$ cat src/rtl/seven_seg_scan_ctrl.sv
// Time-multiplexed scan controller for an N-digit common-anode 7-segment display.
// One anode is driven at a time with a blanking gap at the start of each slot;
// new frames are staged in a shadow copy and committed only at frame boundaries.
module seven_seg_scan_ctrl #(
  parameter int NUM_DIGITS   = 8,
  parameter int PRESCALE     = 100000,
  parameter int BLANK_CYCLES = 1000
) (
  input  logic                    clk,
  input  logic                    rst_n,
  input  logic                    load,
  input  logic [4*NUM_DIGITS-1:0] digits_in,
  input  logic [NUM_DIGITS-1:0]   dp_in,
  input  logic                    lz_en,
  output logic [NUM_DIGITS-1:0]   an,
  output logic [6:0]              seg,
  output logic                    dp,
  output logic                    frame_done
);

  localparam int CNT_W = $clog2(PRESCALE);
  localparam int IDX_W = $clog2(NUM_DIGITS);

  localparam logic [CNT_W-1:0] CNT_LAST  = CNT_W'(PRESCALE - 1);
  localparam logic [IDX_W-1:0] IDX_LAST  = IDX_W'(NUM_DIGITS - 1);
  localparam logic [CNT_W-1:0] BLANK_END = CNT_W'(BLANK_CYCLES);

  typedef enum logic {
    ST_BLANK = 1'b0,
    ST_SHOW  = 1'b1
  } slot_state_t;

  // cnt resets to 0, which is a blanking cycle unless blanking is disabled
  localparam slot_state_t ST_INIT = (BLANK_CYCLES != 0) ? ST_BLANK : ST_SHOW;

  // Active-low segment pattern {g,f,e,d,c,b,a}; non-BCD codes render dark.
  function automatic logic [6:0] seg_decode(input logic [3:0] value);
    logic [6:0] pattern;
    case (value)
      4'd0:    pattern = 7'b1000000;
      4'd1:    pattern = 7'b1111001;
      4'd2:    pattern = 7'b0100100;
      4'd3:    pattern = 7'b0110000;
      4'd4:    pattern = 7'b0011001;
      4'd5:    pattern = 7'b0010010;
      4'd6:    pattern = 7'b0000010;
      4'd7:    pattern = 7'b1111000;
      4'd8:    pattern = 7'b0000000;
      4'd9:    pattern = 7'b0010000;
      default: pattern = 7'b1111111;
    endcase
    return pattern;
  endfunction

  logic [CNT_W-1:0]                cnt;
  logic [CNT_W-1:0]                cnt_next;
  logic [IDX_W-1:0]                idx;
  logic                            cnt_wrap;
  logic                            boundary;
  slot_state_t                     state;
  slot_state_t                     state_next;

  logic [NUM_DIGITS-1:0][3:0]      disp;
  logic [NUM_DIGITS-1:0]           disp_dp;
  logic                            disp_lz;
  logic [NUM_DIGITS-1:0][3:0]      shadow;
  logic [NUM_DIGITS-1:0]           shadow_dp;
  logic                            shadow_lz;
  logic                            pending;

  logic [NUM_DIGITS-1:0]           lz_mask;
  logic                            zero_run;
  logic [NUM_DIGITS-1:0]           an_next;
  logic [6:0]                      seg_next;
  logic                            dp_next;

  assign cnt_wrap = (cnt == CNT_LAST);
  assign boundary = cnt_wrap && (idx == IDX_LAST);
  assign cnt_next = cnt_wrap ? '0 : cnt + 1'b1;

  // Slot prescaler and digit index: idx advances once per cnt wrap
  always_ff @(posedge clk or negedge rst_n) begin
    if (!rst_n) begin
      cnt <= '0;
      idx <= '0;
    end else begin
      cnt <= cnt_next;
      if (cnt_wrap) begin
        idx <= (idx == IDX_LAST) ? '0 : idx + 1'b1;
      end
    end
  end

  // Slot phase register; it always describes the current value of cnt
  always_ff @(posedge clk or negedge rst_n) begin
    if (!rst_n) begin
      state <= ST_INIT;
    end else begin
      state <= state_next;
    end
  end

  // Phase of the upcoming cnt value: blank for the first BLANK_CYCLES counts
  always_comb begin
    state_next = ST_SHOW;
    if ((BLANK_CYCLES != 0) && (cnt_next < BLANK_END)) begin
      state_next = ST_BLANK;
    end
  end

  // Shadow capture on load and tear-free commit at the frame boundary
  always_ff @(posedge clk or negedge rst_n) begin
    if (!rst_n) begin
      disp      <= '0;
      disp_dp   <= '0;
      disp_lz   <= 1'b0;
      shadow    <= '0;
      shadow_dp <= '0;
      shadow_lz <= 1'b0;
      pending   <= 1'b0;
    end else begin
      // the commit uses the shadow from before this cycle's load
      if (boundary && pending) begin
        disp    <= shadow;
        disp_dp <= shadow_dp;
        disp_lz <= shadow_lz;
      end
      if (load) begin
        shadow    <= digits_in;
        shadow_dp <= dp_in;
        shadow_lz <= lz_en;
        pending   <= 1'b1;
      end else if (boundary) begin
        pending <= 1'b0;
      end
    end
  end

  // Leading-zero mask: a digit is dark when it and every digit above it are zero
  always_comb begin
    lz_mask  = '0;
    zero_run = 1'b1;
    for (int i = NUM_DIGITS - 1; i >= 1; i--) begin
      zero_run   = zero_run & (disp[i] == 4'd0);
      lz_mask[i] = disp_lz & zero_run;
    end
  end

  // Next pin values for the current slot phase; dark whenever no anode is on
  always_comb begin
    an_next  = '1;
    seg_next = 7'h7F;
    dp_next  = 1'b1;
    if (state == ST_SHOW) begin
      an_next  = ~(NUM_DIGITS'(1) << idx);
      seg_next = lz_mask[idx] ? 7'h7F : seg_decode(disp[idx]);
      dp_next  = ~disp_dp[idx];
    end
  end

  // Registered pin drivers and end-of-frame pulse
  always_ff @(posedge clk or negedge rst_n) begin
    if (!rst_n) begin
      an         <= '1;
      seg        <= 7'h7F;
      dp         <= 1'b1;
      frame_done <= 1'b0;
    end else begin
      an         <= an_next;
      seg        <= seg_next;
      dp         <= dp_next;
      frame_done <= boundary;
    end
  end

endmodule

$ cat config.mk
export PLATFORM = sky130hd
export DESIGN_NAME = seven_seg_scan_ctrl
export DESIGN_NICKNAME = d
export VERILOG_FILES = /design/src/rtl/seven_seg_scan_ctrl.sv
export SDC_FILE = /design/constraint.sdc
export NUM_CORES = 1
export LEC_CHECK = 0
export BUFFER_PORTS_ARGS = -buffer_cell sky130_fd_sc_hd__buf_2
export CORE_UTILIZATION = 40
export DETAILED_ROUTE_END_ITERATION = 10
export GPL_TIMING_DRIVEN = 0
export PLACE_DENSITY_LB_ADDON = 0.2
export RECOVER_POWER = 50
export SYNTH_ARGS = -nofsm -noshare
export SYNTH_HDL_FRONTEND = slang
export SYNTH_SLANG_ARGS = --single-unit
$ cat constraint.sdc
create_clock -name clk -period 2.5 [get_ports clk]
set_clock_uncertainty 0.15 [all_clocks]
set_input_delay 0.125 -clock clk [delete_from_list [all_inputs] [get_ports clk]]
set_output_delay 0.125 -clock clk [all_outputs]
set_load 0.01 [all_outputs]
==> impl_metrics.ini <==
[synth]
synth-seq-cells = 121
synth_area_per_cell_um2 = 14.2
synthArstFlopShare_pct = 100
synth_ff_type = dfrtp_1
yosys_warnings = 0
ys_seq_area_share_pct = 54.4
ys_types = 51
syn_nets = 449
synthCells = 393
synth_area_um2 = 5600
synth_edf_count = 0

[clock_tree]
numCtsBuffers = 17
cts_tree = yes
path_clk_slew_ps = 50
insertion_delay_ps = 420
htree_levels = 4
root_buffer = clkbuf_16
cts.sinks = 121
clock_path_buffers = 2

[setup_path]
cp_cell_sequence = buf_6 -> buf_12 -> mux4_2 -> mux2i_4 -> inv_1 -> ha_1 -> nor2_1 -> o21ai_0 -> a21o_1
cp_top_family = multiplexers
critPathLaunchType = flip-flop
slowest_delay_ps = 540
cp-end-kind = flip-flop
crit_arrival_ps = 2570
worst-path-buf-inv = 3
critPathRequiredTime_ps = 2690
crit_fanout = 10
crit_type = reg -> reg
worst_path_max_delay_cell = mux4_2

[detailed_routing]
dr.pass1.iters = 4
antenna_left = 0
routedWlPerCell_um = 15.9
wl_um = 11200
wl_met3_um = 398
drt-met1-wl_um = 5190
vias = 3474
drt_iter0_drc = 208
met2WireLength_um = 5430
drcViolationCount = 0
via_per_inst = 4.93
highest_layer = met4

[finish]
num-fill-cells = 1157
most-common-layout-cells = dfrtp_1 (105), buf_2 (61), mux2_2 (43)
final_common_cell = dfrtp_1
n_antenna_cell = 0
drive_above_1_share_pct = 42.5
final_net_count = 572
synthToLayoutAreaGrowth_pct = 27.8

[power_and_ir_drop]
power_frac_comb_pct = 4.7
leakagePower_nw = 3.36
power.total_w = 0.00458
seqPwrFrac_pct = 45.2
power_density_nw_per_um2 = 640
switching_power_w = 0.00100
p_clk_share_pct = 50.1
vdd_drop_max_mv = 0.523
swShare_pct = 21.9
intPower_w = 0.00357

[sta]
hold_viol_final = 0
tightestPinTransition_ps = 1170
min_period_ps = 2380
finalSetupViolations = 0
layout_setup_ws_ps = 118
period_share_pct = 95.3
rsz0062_at_grt = false
timing.fmax_ghz = 0.420
slew_viol_final = 0
relSlewSlack_pct = 21.9

[floorplan]
die_w_um = 120
core_area_um2 = 13500
dieArea_um2 = 14500
die_y_um = 120
initial_core_util_pct = 41.6
io_pins = 61
rows = 42

[grt]
grt_pass1_vias = 3531
antenna_found_initial = 0
overflow = 0
grt_max_degree = 77
grt_pass1_wl_um = 18700
track_usage_pct = 17.3

[placed_design]
hpwlAfterDp_um = 7630
port-buffer-count = 59
routabilityCongestion = 0.797
place_ws_ps = -269

[hold_path]
hold_path_class = in -> reg

[run_status]
outcome = finished clean

[job]
drv_cap = 0
-- logic make-up (layout without fill, tap and decap cells) --
| group | count (synthesis) | count (layout) | share of synthesized area [%] |
|---|---|---|---|
| compound gates | 29 | 29 | 3.15 |
| xor+xnor | 15 | 15 | 2.35 |
| fa+ha+maj | 12 | 12 | 2.68 |
| buf+inv | 26 | 162 | 2.93 |
| flops | 121 | 121 | 54.4 |
| mux | 101 | 101 | 25.7 |
| simple gates | 89 | 89 | 8.72 |
-- cell type report --
class | instances | area [um2] | share of cell area, %
Tap cell | 176 | 220 | 3.08
Inverter | 8 | 35.0 | 0.490
Clock inverter | 11 | 97.6 | 1.36
Clock buffer | 21 | 460 | 6.43
Timing Repair Buffer | 104 | 758 | 10.6
Sequential cell | 121 | 3050 | 42.6
Multi-Input combinational cell | 246 | 2400 | 33.5
Buffer | 18 | 139 | 1.94
-- cells in the mapped netlist, drive strengths merged, types with 7 or more instances --
cell type | count | area [um2]
dfrtp | 105 | 2630
mux2 | 85 | 1110
nand2 | 24 | 92.6
nand3 | 17 | 103
dfstp | 16 | 420
o21ai | 14 | 70.1
nor2 | 13 | 48.8
ha | 12 | 150
buf | 11 | 105
mux4 | 10 | 240
xnor2 | 10 | 87.6
nor4 | 9 | 56.3
clkbuf | 7 | 27.5
-- metrics by stage --
step | TNS, ps | cell area (um2) | cells | hold WS [ps] | utilization, %
2_1_floorplan | 0 | 5600 | 393 | -321 | -
3_3_place_gp | -33490 | 6110 | 628 | 207 | 45.4
3_5_place_dp | -1530 | 6150 | 629 | -71.7 | 45.7
5_1_grt | 0 | 7160 | 705 | 50.7 | 53.2
6_report | 0 | 7160 | 705 | 33.0 | 53.2
4_1_cts | 0 | 7140 | 703 | 38.4 | 53.1
-- path summary, 6_finish.rpt --
path,endpoint,from,slack [ps],depth (start not counted)
setup / recovery,seg[6],idx[0],120,9
hold / removal,shadow[1],load,30,2
setup reg to reg,seg[6],idx[0],120,9
hold reg to reg,cnt[0],cnt[0],330,1
max in group asynchronous,an[3],rst_n,950,3
min in group asynchronous,cnt[14],rst_n,320,2
-- power groups by stage --
| stage | combinational, W | clock [W] | sequential [W] |
|---|---|---|---|
| 2_1_floorplan | 0.0000826 | 0 | 0.00208 |
| 3_3_place_gp | 0.000158 | 0 | 0.00210 |
| 3_5_place_dp | 0.000172 | 0 | 0.00210 |
| 4_1_cts | 0.000222 | 0.00234 | 0.00207 |
| 5_1_grt | 0.000240 | 0.00244 | 0.00207 |
| 6_report | 0.000216 | 0.00230 | 0.00207 |
-- sequential cells by signal, summed over array words and instances (netlist names) --
signal,count
disp,32
shadow,32
cnt,17
an,8
disp_dp,8
shadow_dp,8
seg,7
idx,3
disp_lz,1
dp,1
frame_done,1
pending,1
shadow_lz,1
state,1
-- per-layer routing --
metal / vias to the layer above / GRT usage, %
met3: 22 / 4.10
met4: 0 / 7.87
li1: 1653 / -
met5: - / 0
met1: 1726 / 22.6
met2: 73 / 27.3
-- what timing repair did --
| item | in CTS | in global routing |
|---|---|---|
| endpoints found under the hold margin | 160 | 0 |
| setup endpoints to repair | 7 | 5 |
| hold buffers | 42 | 0 |
| buffers inserted | 0 | 2 |
| gates resized for setup | 3 | 2 |
No activity file was read; power rests on OpenSTA's default activity.
